**src/rtl/nand_seq_pkg.sv**
```systemverilog
// Shared encodings for the NAND command sequencer: host ops, item kinds,
// NAND command bytes and the sequencer state enum.
package nand_seq_pkg;

  typedef enum logic [2:0] {
    OP_READ    = 3'd0,
    OP_PROGRAM = 3'd1,
    OP_ERASE   = 3'd2,
    OP_RESET   = 3'd3,
    OP_READ_ID = 3'd4,
    OP_STATUS  = 3'd5
  } op_e;

  typedef enum logic [1:0] {
    KIND_CMD   = 2'd0,
    KIND_ADDR  = 2'd1,
    KIND_WDATA = 2'd2,
    KIND_RDATA = 2'd3
  } kind_e;

  localparam logic [7:0] CMD_READ1   = 8'h00;
  localparam logic [7:0] CMD_READ2   = 8'h30;
  localparam logic [7:0] CMD_PROG1   = 8'h80;
  localparam logic [7:0] CMD_PROG2   = 8'h10;
  localparam logic [7:0] CMD_ERASE1  = 8'h60;
  localparam logic [7:0] CMD_ERASE2  = 8'hD0;
  localparam logic [7:0] CMD_RESET   = 8'hFF;
  localparam logic [7:0] CMD_READ_ID = 8'h90;
  localparam logic [7:0] CMD_STATUS  = 8'h70;

  // Cycles allowed for the flash to pull nRB low before assuming a fast op.
  localparam int BSY_WINDOW = 16;

  typedef enum logic [3:0] {
    ST_IDLE,
    ST_CMD1,
    ST_ADDR,
    ST_DATA_W,
    ST_CMD2,
    ST_WAIT_BSY,
    ST_WAIT_RDY,
    ST_DATA_R,
    ST_DONE
  } state_e;

  function automatic logic op_legal(input logic [2:0] op);
    return op <= 3'd5;
  endfunction

endpackage

```
**src/rtl/nand_rb_sync.sv**
```systemverilog
// Two-flop synchronizer for the flash ready/busy_n line; resets to "ready".
module nand_rb_sync (
  input  logic clk_i,
  input  logic rst_i,
  input  logic async_i,
  output logic sync_o
);

  logic meta_q;
  logic sync_q;

  // NOTE: sequential state uses non-blocking assignments so both flops sample
  // the pre-edge values and the chain behaves as two real stages.
  always_ff @(posedge clk_i or posedge rst_i) begin
    if (rst_i) begin
      meta_q <= 1'b1;
      sync_q <= 1'b1;
    end else begin
      meta_q <= async_i;
      sync_q <= meta_q;
    end
  end

  assign sync_o = sync_q;

endmodule

```
**src/rtl/nand_cmd_seq.sv**
```systemverilog
// Host-side NAND command sequencer: expands one host request into the ordered
// cmd/address/data item stream for the bus FSM, then tracks busy/ready.
module nand_cmd_seq
  import nand_seq_pkg::*;
#(
  parameter int COL_BYTES = 2,
  parameter int ROW_BYTES = 3,
  parameter int LEN_W     = 12,
  parameter int TMO_W     = 20
) (
  input  logic                   P_clk,
  input  logic                   P_rst,
  input  logic                   H_ReqValid,
  output logic                   H_ReqReady,
  input  logic [2:0]             H_Op,
  input  logic [8*COL_BYTES-1:0] H_Col,
  input  logic [8*ROW_BYTES-1:0] H_Row,
  input  logic [LEN_W-1:0]       H_Len,
  input  logic                   H_WrValid,
  output logic                   H_WrReady,
  input  logic [7:0]             H_WrData,
  output logic                   H_Done,
  output logic                   H_Error,
  output logic                   S_Valid,
  input  logic                   S_Ready,
  output logic [1:0]             S_Kind,
  output logic [7:0]             S_Byte,
  output logic                   S_Last,
  input  logic                   F_nRB
);

  localparam int ADDR_N = COL_BYTES + ROW_BYTES;
  localparam int AW     = $clog2(ADDR_N + 1);

  state_e                   state_q, state_d;
  logic [2:0]               op_q, op_d;
  logic [8*COL_BYTES-1:0]   col_q, col_d;
  logic [8*ROW_BYTES-1:0]   row_q, row_d;
  logic [LEN_W-1:0]         cnt_q, cnt_d;
  logic [AW-1:0]            idx_q, idx_d;
  logic [TMO_W-1:0]         tmo_q, tmo_d;
  logic                     error_q, error_d;

  logic                     nrb_sync;
  logic [8*ADDR_N-1:0]      addr_all;
  logic [7:0]               addr_byte;
  logic [AW-1:0]            addr_n;
  logic [7:0]               cmd1_byte, cmd2_byte;

  nand_rb_sync u_rb_sync (
    .clk_i   (P_clk),
    .rst_i   (P_rst),
    .async_i (F_nRB),
    .sync_o  (nrb_sync)
  );

  assign addr_all = {row_q, col_q};

  always_ff @(posedge P_clk or posedge P_rst) begin
    if (P_rst) begin
      state_q <= ST_IDLE;
      op_q    <= '0;
      col_q   <= '0;
      row_q   <= '0;
      cnt_q   <= '0;
      idx_q   <= '0;
      tmo_q   <= '0;
      error_q <= 1'b0;
    end else begin
      state_q <= state_d;
      op_q    <= op_d;
      col_q   <= col_d;
      row_q   <= row_d;
      cnt_q   <= cnt_d;
      idx_q   <= idx_d;
      tmo_q   <= tmo_d;
      error_q <= error_d;
    end
  end

  // Per-op command bytes, address length and address byte selection.
  always_comb begin
    cmd1_byte = CMD_STATUS;
    cmd2_byte = CMD_READ2;
    addr_n    = AW'(ADDR_N);
    addr_byte = addr_all[8*int'(idx_q) +: 8];
    case (op_q)
      OP_READ:    cmd1_byte = CMD_READ1;
      OP_PROGRAM: begin cmd1_byte = CMD_PROG1;  cmd2_byte = CMD_PROG2;  end
      OP_ERASE: begin
        cmd1_byte = CMD_ERASE1;
        cmd2_byte = CMD_ERASE2;
        addr_n    = AW'(ROW_BYTES);
        addr_byte = row_q[8*int'(idx_q) +: 8];
      end
      OP_RESET:   cmd1_byte = CMD_RESET;
      OP_READ_ID: begin
        cmd1_byte = CMD_READ_ID;
        addr_n    = AW'(1);
        addr_byte = 8'h00;
      end
      default:    cmd1_byte = CMD_STATUS;
    endcase
  end

  // NOTE: every output and next-state signal gets a default first so no path
  // through the case statement can leave one unassigned and infer a latch.
  always_comb begin
    state_d   = state_q;
    op_d      = op_q;
    col_d     = col_q;
    row_d     = row_q;
    cnt_d     = cnt_q;
    idx_d     = idx_q;
    tmo_d     = tmo_q;
    error_d   = error_q;
    S_Valid   = 1'b0;
    S_Kind    = KIND_CMD;
    S_Byte    = 8'h00;
    S_Last    = 1'b0;
    H_WrReady = 1'b0;

    case (state_q)
      ST_IDLE: begin
        if (H_ReqValid) begin
          op_d    = H_Op;
          col_d   = H_Col;
          row_d   = H_Row;
          cnt_d   = (H_Op == OP_STATUS) ? LEN_W'(1) : H_Len;
          idx_d   = '0;
          tmo_d   = '0;
          error_d = !op_legal(H_Op);
          state_d = op_legal(H_Op) ? ST_CMD1 : ST_DONE;
        end
      end
      ST_CMD1: begin
        S_Valid = 1'b1;
        S_Byte  = cmd1_byte;
        S_Last  = (op_q == OP_RESET);
        if (S_Ready) begin
          case (op_q)
            OP_RESET:  state_d = ST_WAIT_BSY;
            OP_STATUS: state_d = ST_DATA_R;
            default:   state_d = ST_ADDR;
          endcase
        end
      end
      ST_ADDR: begin
        S_Valid = 1'b1;
        S_Kind  = KIND_ADDR;
        S_Byte  = addr_byte;
        S_Last  = (op_q == OP_READ_ID) && (cnt_q == '0);
        if (S_Ready) begin
          idx_d = idx_q + 1'b1;
          if (idx_q == addr_n - 1'b1) begin
            case (op_q)
              OP_PROGRAM: state_d = (cnt_q == '0) ? ST_CMD2 : ST_DATA_W;
              OP_READ_ID: state_d = (cnt_q == '0) ? ST_DONE : ST_DATA_R;
              default:    state_d = ST_CMD2;
            endcase
          end
        end
      end
      ST_DATA_W: begin
        S_Valid   = H_WrValid;
        S_Kind    = KIND_WDATA;
        S_Byte    = H_WrData;
        H_WrReady = S_Ready;
        if (H_WrValid && S_Ready) begin
          cnt_d = cnt_q - 1'b1;
          if (cnt_q == LEN_W'(1)) state_d = ST_CMD2;
        end
      end
      ST_CMD2: begin
        S_Valid = 1'b1;
        S_Byte  = cmd2_byte;
        // A READ with data still to come is not finished by its 30h.
        S_Last  = (op_q != OP_READ) || (cnt_q == '0);
        if (S_Ready) state_d = ST_WAIT_BSY;
      end
      ST_WAIT_BSY: begin
        tmo_d = tmo_q + 1'b1;
        if (!nrb_sync || tmo_q == TMO_W'(BSY_WINDOW - 1)) begin
          tmo_d   = '0;
          state_d = ST_WAIT_RDY;
        end
      end
      ST_WAIT_RDY: begin
        if (nrb_sync) begin
          state_d = (op_q == OP_READ && cnt_q != '0) ? ST_DATA_R : ST_DONE;
        end else if (tmo_q == '1) begin
          error_d = 1'b1;
          state_d = ST_DONE;
        end else begin
          tmo_d = tmo_q + 1'b1;
        end
      end
      ST_DATA_R: begin
        S_Valid = 1'b1;
        S_Kind  = KIND_RDATA;
        S_Last  = (cnt_q == LEN_W'(1));
        if (S_Ready) begin
          cnt_d = cnt_q - 1'b1;
          if (cnt_q == LEN_W'(1)) state_d = ST_DONE;
        end
      end
      ST_DONE: state_d = ST_IDLE;
      default: state_d = ST_IDLE;
    endcase
  end

  assign H_ReqReady = (state_q == ST_IDLE);
  assign H_Done     = (state_q == ST_DONE);
  assign H_Error    = (state_q == ST_DONE) && error_q;

endmodule

```
**config.mk**
```make
export PLATFORM = sky130hd
export DESIGN_NAME = nand_cmd_seq
export DESIGN_NICKNAME = d
export VERILOG_FILES = /design/src/rtl/nand_seq_pkg.sv /design/src/rtl/nand_rb_sync.sv /design/src/rtl/nand_cmd_seq.sv
export SDC_FILE = /design/constraint.sdc
export NUM_CORES = 1
export LEC_CHECK = 0
export CORE_AREA = 2 2 106 108
export CTS_CLUSTER_DIAMETER = 30
export DETAILED_ROUTE_END_ITERATION = 10
export DIE_AREA = 0 0 108 110
export PLACE_DENSITY = 0.86
export SETUP_SLACK_MARGIN = 0.2
export SLEW_MARGIN = 5
export SYNTH_ARGS = -nofsm -noshare
export SYNTH_HDL_FRONTEND = slang
export SYNTH_HIERARCHICAL = 1
export SYNTH_SLANG_ARGS = --single-unit
export TNS_END_PERCENT = 10
```
**constraint.sdc**
```tcl
create_clock -name P_clk -period 2.5 [get_ports P_clk]
set_input_delay 0.25 -clock P_clk [delete_from_list [all_inputs] [get_ports P_clk]]
set_output_delay 0.25 -clock P_clk [all_outputs]
set_load 0.05 [all_outputs]
```
==> results.ini <==
[status]
run_status = complete, but fails checks
failed_checks = setup timing

[power_and_ir_drop]
p_total_mw = 8.97
p_per_area_nw_per_um2 = 1270
p_leak_nw = 2.84
irDropWorstVdd_mv = 0.961

[timing]
final.min_clock_period_ns = 2.55
hold_viol_final = 0
rsz0062_at_grt = true
worstMarginPinSlew_ns = 0.825
drv_slew = 0
relSlewSlack_pct = 44.9
hold_ws_ns = 0.247
timing.final.ws_setup_ns = -0.0497
setup_viol = 2
fmax_mhz = 392
finalCritPeriodShare_pct = 102
finalClockSkew_ns = 0.0105

[grt]
grt_antenna_before_repair = 0
grt_use_total_pct = 25.8
grt_max_degree = 45
gr-total-overflow = 0
grt_pass1_wl_um = 24000
grt_pass1_vias = 4940

[cells_and_area]
seq_area_um2 = 2140
layout_commonest_cell = dfrtp_1
multi_input_area_um2 = 3110
final_cell_mix = dfrtp_1, clkdlybuf4s50_1, buf_4, mux2_2, nor2_1
final_util_pct = 66.2
design_area_um2 = 7080
area_growth_syn_to_layout_pct = 38.9
drive_above_1_share_pct = 33.5
nFillCells = 820
n_antenna_cell = 0
final_cells = 800
nNetsFinal = 728

[floorplanning]
top_level_ports = 85
die_h_um = 110
start_util_pct = 47.7
num_rows = 38
die_x_um = 108
core_area_um2 = 10700
die_area_um2 = 11900

[synthesis]
yosys-top-cells-area = dfrtp_1, mux2_2, a21oi_1
synthesis.area_um2 = 5100
syn_area_per_cell_um2 = 9.53
syn_nets = 608
synthArstFlopShare_pct = 100
ys_seq_area_share_pct = 41.7
synth_edf_count = 0
synthCells = 535
synthFlopType = dfrtp_1
synth_top_cell_area_share_pct = 40.7
ys_warn_count = 6
ys_ff_latch = 85
yosysUniqueCellTypes = 64
synth_top_area_cell = dfrtp_1

[route]
wl_per_cell_um = 19.3
drt_first_pass_iters = 5
vias_per_cell = 6.24
drt_wl_total_um = 15500
drt_iter0_markers = 375
post-route-drc-count = 0
antenna_left = 0
vias = 4989

[setup_path]
cp_slowest_cell = dfrtp_2
crit_type = reg2out
critical-path-max-stage-delay_ns = 0.44
arrival_ns = 2.30
crit_path_end_kind = output pin
worstSetupStartpointType = register
crit_required_ns = 2.25
critPathMaxFanout = 5
cp_top_family = compound AO/OA/AOI/OAI gates
cp.buffers_inverters = 1
crit_chain = or3b_4, and3_4, a211o_1, a221o_2, buf_6

[job]
maxCapViolCount = 0

[clock_network]
numCtsBuffers = 9
clkSinkCount = 85
tritoncts = built
insertion_delay_ns = 0.37
root_buffer = clkbuf_8
path_clk_slew_ns = 0.10
clockBufferDepth = 2
htree_levels = 3

[placed_design]
place_area_um2 = 6430
dp.cells = 768
gp_congestion = 0.913
place_hpwl_um = 10100
port_buffers = 84

[hold_path]
hp-class = in2async

==> cell type report <==
| class | instances | area share, % |
|---|---|---|
| inverters | 14 | 0.812 |
| clock buffers | 10 | 1.94 |
| multi-input cells | 402 | 43.9 |
| repair buffers | 143 | 19.9 |
| well taps | 140 | 2.47 |
| flip-flops and latches | 85 | 30.2 |
| clock inverters | 6 | 0.759 |
==> Yosys cell counts (3+ instances only) <==
library cell  number
a211o_1            3
a211oi_1          13
a21oi_1           41
a221o_1            3
a221oi_1           4
a22oi_1            3
a31oi_1            3
a32oi_1            4
and2_1             5
buf_2              8
clkbuf_1          23
dfrtp_1           83
ha_1               4
inv_1             13
mux2_2            46
mux2i_1           15
nand2_1           28
nand2b_1           6
nand3_1           25
nand3b_1           3
nand4_1           11
nor2_1            46
nor3_1            17
nor3b_1            3
nor4_1             4
nor4b_1            4
nor4bb_1           3
o21ai_0           31
o22a_1             3
o31ai_1            7
or3_1              4
or4_1             12
or4b_2             3
xnor2_1            9
xor2_1             3
==> routing by layer <==
metal / part of all wire, % / vias to the layer above / GRT usage [%]
li1: - / 2242 / -
met1: 40 / 2428 / 32.5
met2: 50 / 274 / 44.8
met3: 7.6 / 45 / 5.00
met4: 2.5 / 0 / 8.33
met5: 0 / - / 0
==> logic make-up (layout without fill, tap and decap cells) <==
logic type | Yosys count | in the layout | synth area share, %
XOR/XNOR | 12 | 12 | 2.06
buffers and inverters | 48 | 173 | 4.02
AO/OA/AOI/OAI | 131 | 131 | 16.5
multiplexers | 61 | 61 | 13.1
flip-flops | 85 | 85 | 41.7
AND/OR/NAND/NOR | 194 | 194 | 21.6
adder cells (fa/ha/maj) | 4 | 4 | 0.981
==> timing repair <==
| item | CTS | global route |
|---|---|---|
| gates resized for setup | 41 | 42 |
| hold buffers | 0 | 0 |
| endpoints found under the setup margin | 26 | 38 |
| pin swaps | 12 | 23 |
| setup buffers | 16 | 0 |
==> where the power goes <==
part	internal, mW	total (mW)	switching, mW
clock network	0.406	0.988	0.581
logic	2.59	5.51	2.92
registers	1.94	2.47	0.532
==> state kept, by name, indices dropped and copies added (netlist names), 3 cells and up <==
name     flops
cnt_q       12
col_q       16
idx_q        3
op_q         3
row_q       24
state_q      4
tmo_q       20
==> final timing paths <==
check | startpoint | to | slack [ns] | cells past startpoint
setup / recovery | op_q[2]$_DFFE_PP0P_ | S_Byte[7] | -0.05 | 5
hold / removal | P_rst | u_rb_sync/sync_o$_DFF_PP1_ | 0.25 | 2
setup reg to reg | cnt_q[6]$_DFFE_PP0P_ | state_q[2]$_DFFE_PP0P_ | 0.15 | 5
hold reg to reg | u_rb_sync/meta_q$_DFF_PP1_ | u_rb_sync/sync_o$_DFF_PP1_ | 0.35 | 0
max in group asynchronous | P_rst | row_q[0]$_DFFE_PP0P_ | 1.49 | 3
min in group P_clk | F_nRB | u_rb_sync/meta_q$_DFF_PP1_ | 0.29 | 1
==> stage by stage <==
stage                     worst slack [ns]  setup TNS, ns
after floorplan                      0.113              0
after global placement               0.143              0
after detailed placement            0.0866              0
after CTS                          -0.0387        -0.0803
after global routing               -0.0971         -0.354
final                              -0.0497        -0.0980
Note: power is estimated with default switching activity, not from simulation.
